**config.mk**
```make
export PLATFORM = sky130hd
export DESIGN_NAME = nibble_serial_adder
export DESIGN_NICKNAME = d
export VERILOG_FILES = /design/src/rtl/adder_pkg.sv /design/src/rtl/nibble_fa4.sv /design/src/rtl/nibble_serial_adder.sv
export SDC_FILE = /design/constraint.sdc
export NUM_CORES = 1
export LEC_CHECK = 0
export ABC_CLOCK_PERIOD_IN_PS = 2490
export CAP_MARGIN = 20
export CELL_PAD_IN_SITES_DETAIL_PLACEMENT = 1
export CELL_PAD_IN_SITES_GLOBAL_PLACEMENT = 1
export CORE_AREA = 2 2 100 78
export CTS_CLUSTER_SIZE = 14
export DETAILED_ROUTE_END_ITERATION = 6
export DIE_AREA = 0 0 102 80
export GPL_ROUTABILITY_DRIVEN = 0
export GPL_TIMING_DRIVEN = 0
export PLACE_DENSITY = 0.72
export SETUP_SLACK_MARGIN = 0.5
export SYNTH_ARGS = -nofsm -noshare
export SYNTH_HDL_FRONTEND = slang
export SYNTH_SLANG_ARGS = --single-unit
```
**constraint.sdc**
```tcl
create_clock -name clk -period 2.49 [get_ports clk]
set_input_delay 0.6225 -clock clk [delete_from_list [all_inputs] [get_ports clk]]
set_output_delay 0.6225 -clock clk [all_outputs]
set_load 0.005 [all_outputs]
```
**src/rtl/adder_pkg.sv**
```systemverilog
// Shared definitions for the nibble-serial adder: slice width and FSM state encoding.
package adder_pkg;

  localparam int NIB_W = 4;

  typedef enum logic [1:0] {
    ST_IDLE = 2'd0,
    ST_RUN  = 2'd1,
    ST_DONE = 2'd2
  } state_t;

endpackage

```
**src/rtl/nibble_fa4.sv**
```systemverilog
// Combinational NIB_W-bit full adder with carry-in and carry-out; the only arithmetic
// slice in the nibble-serial adder.
module nibble_fa4
  import adder_pkg::*;
(
  input  logic [NIB_W-1:0] a,
  input  logic [NIB_W-1:0] b,
  input  logic             cin,
  output logic [NIB_W-1:0] s,
  output logic             cout
);

  logic [NIB_W:0] total;

  assign total = {1'b0, a} + {1'b0, b} + {{NIB_W{1'b0}}, cin};
  assign s     = total[NIB_W-1:0];
  assign cout  = total[NIB_W];

endmodule

```
**src/rtl/nibble_serial_adder.sv**
```systemverilog
// Multi-cycle WIDTH-bit adder: one nibble per clock through a single nibble_fa4 slice.
// Optional macro NIBBLE_SERIAL_SUB_EN adds a `sub` port for two's-complement a - b.
module nibble_serial_adder
  import adder_pkg::*;
#(
  parameter int WIDTH = 16
) (
  input  logic             clk,
  input  logic             rst,
  input  logic             in_valid,
  output logic             in_ready,
`ifdef NIBBLE_SERIAL_SUB_EN
  input  logic             sub,
`endif
  input  logic [WIDTH-1:0] a,
  input  logic [WIDTH-1:0] b,
  output logic             out_valid,
  input  logic             out_ready,
  output logic [WIDTH-1:0] sum,
  output logic             carry_out,
  output logic             busy
);

  localparam int NIBBLES = WIDTH / NIB_W;
  localparam int CNT_W   = (NIBBLES > 1) ? $clog2(NIBBLES) : 1;
  localparam logic [CNT_W-1:0] LAST_NIB = CNT_W'(NIBBLES - 1);

  generate
    if ((WIDTH % NIB_W) != 0 || WIDTH < NIB_W) begin : g_bad_width
      $error("nibble_serial_adder: WIDTH must be a positive multiple of 4");
    end
  endgenerate

  state_t           state_q, state_d;
  logic [WIDTH-1:0] a_q, b_q;
  logic [CNT_W-1:0] cnt_q;
  logic             carry_q;
  logic [WIDTH-1:0] sum_q, sum_d;
  logic             cout_q;
  logic             accept;
  logic             sub_sel;
  logic             cin0;
  logic [NIB_W-1:0] a_nib, b_nib, b_nib_eff, s_nib;
  logic             c_nib;

`ifdef NIBBLE_SERIAL_SUB_EN
  logic sub_q;

  always_ff @(posedge clk) begin
    if (accept) sub_q <= sub;
  end

  assign sub_sel = sub_q;
  assign cin0    = sub;
`else
  assign sub_sel = 1'b0;
  assign cin0    = 1'b0;
`endif

  assign accept = in_valid & in_ready;

  // Control FSM: decode handshakes and status from the current state.
  always_comb begin
    state_d   = state_q;
    in_ready  = 1'b0;
    out_valid = 1'b0;
    busy      = 1'b0;
    case (state_q)
      ST_IDLE: begin
        in_ready = 1'b1;
        if (in_valid) state_d = ST_RUN;
      end
      ST_RUN: begin
        busy = 1'b1;
        if (cnt_q == LAST_NIB) state_d = ST_DONE;
      end
      ST_DONE: begin
        busy      = 1'b1;
        out_valid = 1'b1;
        if (out_ready) state_d = ST_IDLE;
      end
      default: state_d = ST_IDLE;
    endcase
  end

  // Nibble select: pick operand nibble cnt_q and merge the slice result back into sum.
  always_comb begin
    a_nib = '0;
    b_nib = '0;
    sum_d = sum_q;
    for (int k = 0; k < NIBBLES; k++) begin
      if (cnt_q == CNT_W'(k)) begin
        a_nib = a_q[k*NIB_W +: NIB_W];
        b_nib = b_q[k*NIB_W +: NIB_W];
        sum_d[k*NIB_W +: NIB_W] = s_nib;
      end
    end
  end

  assign b_nib_eff = b_nib ^ {NIB_W{sub_sel}};

  nibble_fa4 u_fa4 (
    .a    (a_nib),
    .b    (b_nib_eff),
    .cin  (carry_q),
    .s    (s_nib),
    .cout (c_nib)
  );

  // Operand capture: data only, no reset needed.
  always_ff @(posedge clk) begin
    if (accept) begin
      a_q <= a;
      b_q <= b;
    end
  end

  // State, counter, carry and result registers.
  always_ff @(posedge clk) begin
    if (rst) begin
      state_q <= ST_IDLE;
      cnt_q   <= '0;
      carry_q <= 1'b0;
      sum_q   <= '0;
      cout_q  <= 1'b0;
    end else begin
      state_q <= state_d;
      if (accept) begin
        cnt_q   <= '0;
        carry_q <= cin0;
      end else if (state_q == ST_RUN) begin
        sum_q   <= sum_d;
        carry_q <= c_nib;
        // Counter parks on the last nibble rather than wrapping.
        if (cnt_q == LAST_NIB) cout_q <= c_nib;
        else                   cnt_q  <= cnt_q + 1'b1;
      end
    end
  end

  assign sum       = sum_q;
  assign carry_out = cout_q;

endmodule

```
==> impl_metrics.py, run 1 <==
metrics = {
    "sta": {
        "setup_slack_ps": -86.8,
        "finalHoldViolations": 0,
        "max_freq_ghz": 0.388,
        "tightest_slew_ps": 395,
        "finalSetupViolCount": 7,
        "rsz0062_at_grt": "true",
        "maxSlewHeadroom": 0.736,
        "drv_slew": 0,
        "skew_ps": 14.1,
        "min_period_ps": 2580,
        "period_share": 1.03,
    },
    "setup_path": {
        "cpMostUsedCell": "ha_4",
        "critical_path_class": "reg -> reg",
        "crit_path_start_kind": "flip-flop",
        "critical_path_arrival_ps": 2780,
        "worstPathMaxFanout": 6,
        "required_ps": 2690,
        "end_kind": "flip-flop",
        "cp_slowest_stage_delay_ps": 380,
        "path_cells": "inv_4 -> buf_4 -> ha_4 -> buf_8 -> buf_12 -> nand3b_1 -> a21oi_2 -> a21oi_4 -> o21ai_2 -> ha_4 -> a31oi_4 -> buf_6 -> nor4_2 -> a311o_1",
        "worst_path_max_delay_cell": "dfxtp_4",
    },
    "yosys": {
        "syn_area_um2": 2360,
        "synth_top_area_share": 0.408,
        "synth_area_leaders": "edfxtp_1 41%, dfxtp_1 19%, ha_1 5.3%, a21oi_1 4.7%, nand2_1 4.6%",
        "ys_async_sr_fraction": 0,
        "ys_dominant_reg_cell": "edfxtp_1",
        "avgSynthCellArea_um2": 11.2,
        "ys_ff_latch": 54,
        "ys_types": 31,
        "synth.most_common_cell": "edfxtp_1",
        "synth_edf_count": 32,
        "seq_area_frac_synth": 0.594,
        "synth.largest_area_cell": "edfxtp_1",
        "synth_nets": 258,
        "ys_top_cells_by_count": "32 x edfxtp_1, 29 x nand2_1, 22 x a21oi_1, 22 x dfxtp_1, 14 x nor2_1",
        "synthCells": 210,
        "ys_warn_count": 0,
    },
    "floorplanning": {
        "start_util": 0.329,
        "num_rows": 27,
        "core_area_um2": 7160,
        "die_w_um": 102,
        "die_h_um": 80,
        "die-area_um2": 8160,
        "ioPinCount": 56,
    },
    "pwr": {
        "peakVddDrop_mv": 0.270,
        "p_per_area_nw_per_um2": 669,
        "p_leak_nw": 1.31,
    },
    "route": {
        "ant_nets": 0,
        "drtIter0Drc": 48,
        "route.vias.total": 1880,
        "wl_met2_mm": 3.24,
        "routedWlPerCell_um": 16.9,
        "wl_met1_mm": 3.10,
        "drtPass1Iterations": 4,
        "avgViaCountPerCell": 4.77,
        "highest-signal-layer": "met4",
        "route.detailed.drc": 0,
        "wl_met3_um": 277,
        "wl_mm": 6.66,
    },
    "clocking": {
        "cts_tree": "yes",
        "cts-root-buf": "clkbuf_8",
        "insertion_delay_ps": 310,
        "cts.clk_slew.worst_paths_ps": 100,
        "numCtsBuffers": 5,
        "clockBufferDepth": 2,
        "cts_hold_buf": 0,
        "clock-sinks": 54,
        "h-tree-depth": 2,
    },
    "run_status": {
        "violations": "negative setup slack",
        "status": "finished with violations",
    },
    "global_routing": {
        "grt-ovfl-total": 0,
        "grt_usage": 0.159,
        "antenna_found_initial": 0,
        "grt_pass1_vias": 1950,
        "grt_max_degree": 19,
        "grt_first_pass_wirelength_mm": 9.80,
    },
    "cells_and_area": {
        "syn_to_final_growth_pct": 59.9,
        "insertedDiodeCount": 0,
        "fin_nets": 340,
        "layout-drive-gt1-share": 0.331,
        "fin_util": 0.526,
        "instances_no_fill": 394,
    },
    "place": {
        "numPortBuffers": 55,
        "dp_cells": 367,
        "dp_slack_ps": -332,
        "place_hpwl_mm": 4.27,
    },
    "job": {
        "drv_cap": 0,
    },
    "worst_hold_path": {
        "min_path_type": "reg -> reg",
    },
}
kinds of logic after synthesis:
group                      count (synthesis)  synth area share
and+or+nand+nor                           64             0.130
adders and majority gates                 12            0.0701
DFF                                       54             0.594
muxes                                      1           0.00425
buffers and inverters                     24            0.0456
AOI/OAI and AO/OA                         53             0.149
xor gates and xnor gates                   2           0.00743
cell usage in the layout (no fill, tap or decap), types with 6 or more instances in the layout:
cell type        synthesis  routed
a21oi_1                 22       9
a21oi_2                  0       8
nand2_1                 29      28
a211oi_2                 0       9
nor2_1                  14      14
clkbuf_8                 0       8
buf_6                    1      10
edfxtp_1                32      32
dfxtp_1                 22      18
inv_1                   12       6
buf_4                    2      12
ha_4                     0       6
clkdlybuf4s50_1          0      53
nand3b_1                 6       6
critical path: cells and delay by family, from the launching register on:
| family | cells | cell delay, ps |
|---|---|---|
| AOI/OAI and AO/OA | 5 | 1030 |
| adders and majority gates | 2 | 370 |
| buffers and inverters | 5 | 530 |
| DFF | 1 | 380 |
| and+or+nand+nor | 2 | 150 |
area by class of cell:
| type | instances | area, µm² |
|---|---|---|
| fill | 760 | 3390 |
| sequential | 54 | 1410 |
| multi-input combinational | 132 | 1150 |
| timing repair buffer | 75 | 761 |
| buffer | 12 | 156 |
| tap | 101 | 126 |
| clock buffer | 7 | 96.3 |
| inverter | 12 | 53.8 |
| clock inverter | 1 | 8.76 |
report_power, final:
group          internal, mW  switching (mW)  leakage (nW)  total (mW)
logic                 0.462           0.453         0.771       0.915
registers              1.02          0.0315         0.488        1.06
clock network         0.256           0.296        0.0544       0.551
total                  1.74           0.780          1.31        2.52
sequential cells by signal, summed over array words and instances (netlist names):
register and count:
state_q 2, cnt_q 2, carry_out 1, b_q 16, carry_q 1, sum 16
a_q 16
final timing paths:
| kind | from | end | slack, ps | depth (start not counted) |
|---|---|---|---|---|
| worst max-delay path | cnt_q[0]$_SDFFE_PP0P_ | sum[11]$_SDFFE_PP0P_ | -90 | 14 |
| worst min-delay path | sum[5]$_SDFFE_PP0P_ | sum[5]$_SDFFE_PP0P_ | 480 | 2 |
| worst max register to register | cnt_q[0]$_SDFFE_PP0P_ | sum[11]$_SDFFE_PP0P_ | -90 | 14 |
| worst min register to register | sum[5]$_SDFFE_PP0P_ | sum[5]$_SDFFE_PP0P_ | 480 | 2 |
routing by layer:
metal,track usage,vias to the layer above
met3,0.0420,6
met5,0,-
met2,0.253,41
li1,-,911
met1,0.213,922
met4,0.0453,0
stage by stage:
stage | cell area [µm²] | hold WS, ps | TNS (ps) | power [mW]
after floorplan | 2470 | 453 | 0 | 1.43
after global placement | 3150 | 445 | -5010 | 1.64
after detailed placement | 3180 | 464 | -2120 | 1.67
after CTS | 3500 | 477 | -504 | 2.32
after global routing | 3770 | 496 | -1470 | 2.65
final | 3770 | 477 | -370 | 2.52
repair_timing:
action                     4_1_cts  5_1_grt
resized for setup               36       41
pin swaps                       16       27
setup endpoints to repair       40       20
buffers inserted                10        9
gates cloned                     0        0
Power figures use the tool's default switching activity.
==> run 2: changes to the inputs <==
--- a/config.mk
+++ b/config.mk
@@ -6,7 +6,6 @@
 export NUM_CORES = 1
 export LEC_CHECK = 0
 export ABC_CLOCK_PERIOD_IN_PS = 2490
-export CAP_MARGIN = 20
 export CELL_PAD_IN_SITES_DETAIL_PLACEMENT = 1
 export CELL_PAD_IN_SITES_GLOBAL_PLACEMENT = 1
 export CORE_AREA = 2 2 100 78
@@ -16,6 +15,7 @@
 export GPL_ROUTABILITY_DRIVEN = 0
 export GPL_TIMING_DRIVEN = 0
 export PLACE_DENSITY = 0.72
+export RECOVER_POWER = 100
 export SETUP_SLACK_MARGIN = 0.5
 export SYNTH_ARGS = -nofsm -noshare
 export SYNTH_HDL_FRONTEND = slang
==> run 2 against run 1 <==
  * The flow now finishes without violations
  * Cell count decreased by 0.51%
  * Clock-buffer cell count decreased by 1
  * Utilization decreased by 1.9 points
  * Clock skew decreased by 4.0 ps
  * Sequential power about the same
  * Sequential share of layout area increased by 1.4 points
  * Critical path depth decreased by 1
  * Combinational power decreased by 15%
  * Worst hold slack got worse by 6.1 ps
  * Highest routed layer unchanged
==> impl_metrics.py, run 2 (synthesis gave the netlist of run 1 again) <==
metrics = {
    "run_status": {
        "status": "finished clean",
    },
    "floorplanning": {
        "start_util": 0.329,
        "ioPinCount": 56,
        "die-area_um2": 8160,
        "die_w_um": 102,
        "num_rows": 27,
        "core_area_um2": 7160,
        "die_h_um": 80,
    },
    "pwr": {
        "p_per_area_nw_per_um2": 641,
        "peakVddDrop_mv": 0.277,
        "total_power_mw": 2.33,
        "p_leak_nw": 1.28,
    },
    "clocking": {
        "cts.clk_slew.worst_paths_ps": 100,
        "insertion_delay_ps": 320,
        "cts-root-buf": "clkbuf_8",
        "cts_hold_buf": 0,
        "clock-sinks": 54,
        "clockBufferDepth": 2,
        "h-tree-depth": 2,
        "numCtsBuffers": 5,
        "cts_tree": "yes",
    },
    "route": {
        "wl_mm": 6.36,
        "route.vias.total": 1883,
        "ant_nets": 0,
        "route.detailed.drc": 0,
        "drtIter0Drc": 62,
        "drtPass1Iterations": 4,
        "routedWlPerCell_um": 16.2,
        "avgViaCountPerCell": 4.80,
    },
    "place": {
        "place_hpwl_mm": 4.19,
        "numPortBuffers": 55,
        "dp_slack_ps": -283,
    },
    "sta": {
        "finalSetupViolCount": 0,
        "setup_slack_ps": 1.62,
        "maxSlewHeadroom": 0.689,
        "drv_slew": 0,
        "period_share": 0.999,
        "rsz0062_at_grt": "true",
        "tightest_slew_ps": 467,
        "max_freq_ghz": 0.402,
        "min_period_ps": 2490,
        "skew_ps": 10.1,
        "finalHoldViolations": 0,
    },
    "setup_path": {
        "critical_path_class": "reg -> reg",
        "cp_slowest_stage_delay_ps": 400,
        "critical_path_arrival_ps": 2700,
        "required_ps": 2700,
        "worstPathMaxFanout": 6,
        "crit_path_start_kind": "flip-flop",
        "path_cells": "inv_4 -> ha_4 -> clkbuf_16 -> clkbuf_16 -> a21oi_4 -> o21ai_2 -> a22oi_2 -> fa_2 -> inv_2 -> fa_2 -> a21o_1 -> a21oi_4 -> a211oi_2",
        "worst_path_max_delay_cell": "dfxtp_4",
        "end_kind": "flip-flop",
    },
    "cells_and_area": {
        "fin_util": 0.507,
        "layout-drive-gt1-share": 0.292,
        "nFillCells": 791,
        "ff_latch_area_um2": 1410,
        "fin_nets": 338,
        "syn_to_final_growth_pct": 54.1,
        "multi_input_comb_area_um2": 1090,
        "insertedDiodeCount": 0,
        "layout_common_cells": "32 x edfxtp_1, 32 x dlygate4sd3_1, 28 x nand2_1",
    },
    "global_routing": {
        "grt_pass1_vias": 1966,
        "antenna_found_initial": 0,
        "grt_usage": 0.160,
        "grt_first_pass_wirelength_mm": 9.92,
        "grt-ovfl-total": 0,
        "grt_max_degree": 17,
    },
    "job": {
        "drv_cap": 0,
    },
    "worst_hold_path": {
        "min_path_type": "reg -> reg",
    },
}
run 2: cell count changes in the layout (fill, tap and decap cells not counted), sizes merged:
cell / before / now
dlymetal6s2s: 0 / 1
inv: 11 / 13
clkdlybuf4s50: 53 / 20
dlygate4sd3: 0 / 32
clkinv: 1 / 0
buf: 25 / 21
clkinvlp: 1 / 2
run 2: area by class of cell:
cell class,instances,share of cell area
Buffer,12,0.0417
Timing Repair Buffer,72,0.194
Sequential cell,54,0.389
Timing Repair inverter,1,0.00207
Inverter,12,0.0155
Tap cell,101,0.0348
Multi-Input combinational cell,132,0.300
Clock inverter,2,0.00276
Clock buffer,6,0.0200
run 2: where the power goes:
| group | internal [mW] | switching (mW) |
|---|---|---|
| registers | 1.02 | 0.0293 |
| logic | 0.373 | 0.408 |
| clock network | 0.197 | 0.298 |
| total | 1.59 | 0.735 |
run 2: what timing repair did:
action / CTS / global route
pin swaps: 11 / 9
setup buffers: 12 / 3
resized for setup: 35 / 25
cloned: 1 / 2
setup endpoints to repair: 54 / 20
run 2: worst max-delay path: cells and delay by family, from the launching register on:
| family | cells | cell delay, ps |
|---|---|---|
| fa+ha+maj | 3 | 760 |
| compound gates | 6 | 830 |
| buf+inv | 4 | 400 |
| flops | 1 | 400 |
run 2: worst paths after layout:
kind,from,to,slack [ps],cells after the start
worst max register to register,cnt_q[0]$_SDFFE_PP0P_,carry_out$_SDFFE_PP0P_,2,13
worst min register to register,sum[5]$_SDFFE_PP0P_,sum[5]$_SDFFE_PP0P_,470,2
worst max-delay path,cnt_q[0]$_SDFFE_PP0P_,carry_out$_SDFFE_PP0P_,2,13
worst min-delay path,sum[5]$_SDFFE_PP0P_,sum[5]$_SDFFE_PP0P_,470,2
run 2: routing by layer:
| metal | share of wire | track usage | vias up |
|---|---|---|---|
| met2 | 0.47 | 0.256 | 44 |
| met4 | 0.0093 | 0.0320 | 0 |
| li1 | - | - | 911 |
| met3 | 0.046 | 0.0438 | 8 |
| met5 | 0 | 0 | - |
| met1 | 0.47 | 0.217 | 920 |
run 2: stage by stage:
step | setup TNS (ps) | hold slack [ps] | std cells | area [µm²]
floorplan | 0 | 453 | 210 | 2470
global placement | -5010 | 445 | 366 | 3150
detailed placement | -7050 | 454 | 366 | 3150
CTS | -70.5 | 471 | 387 | 3460
global route | -981 | 497 | 392 | 3630
finish | 0 | 471 | 392 | 3630
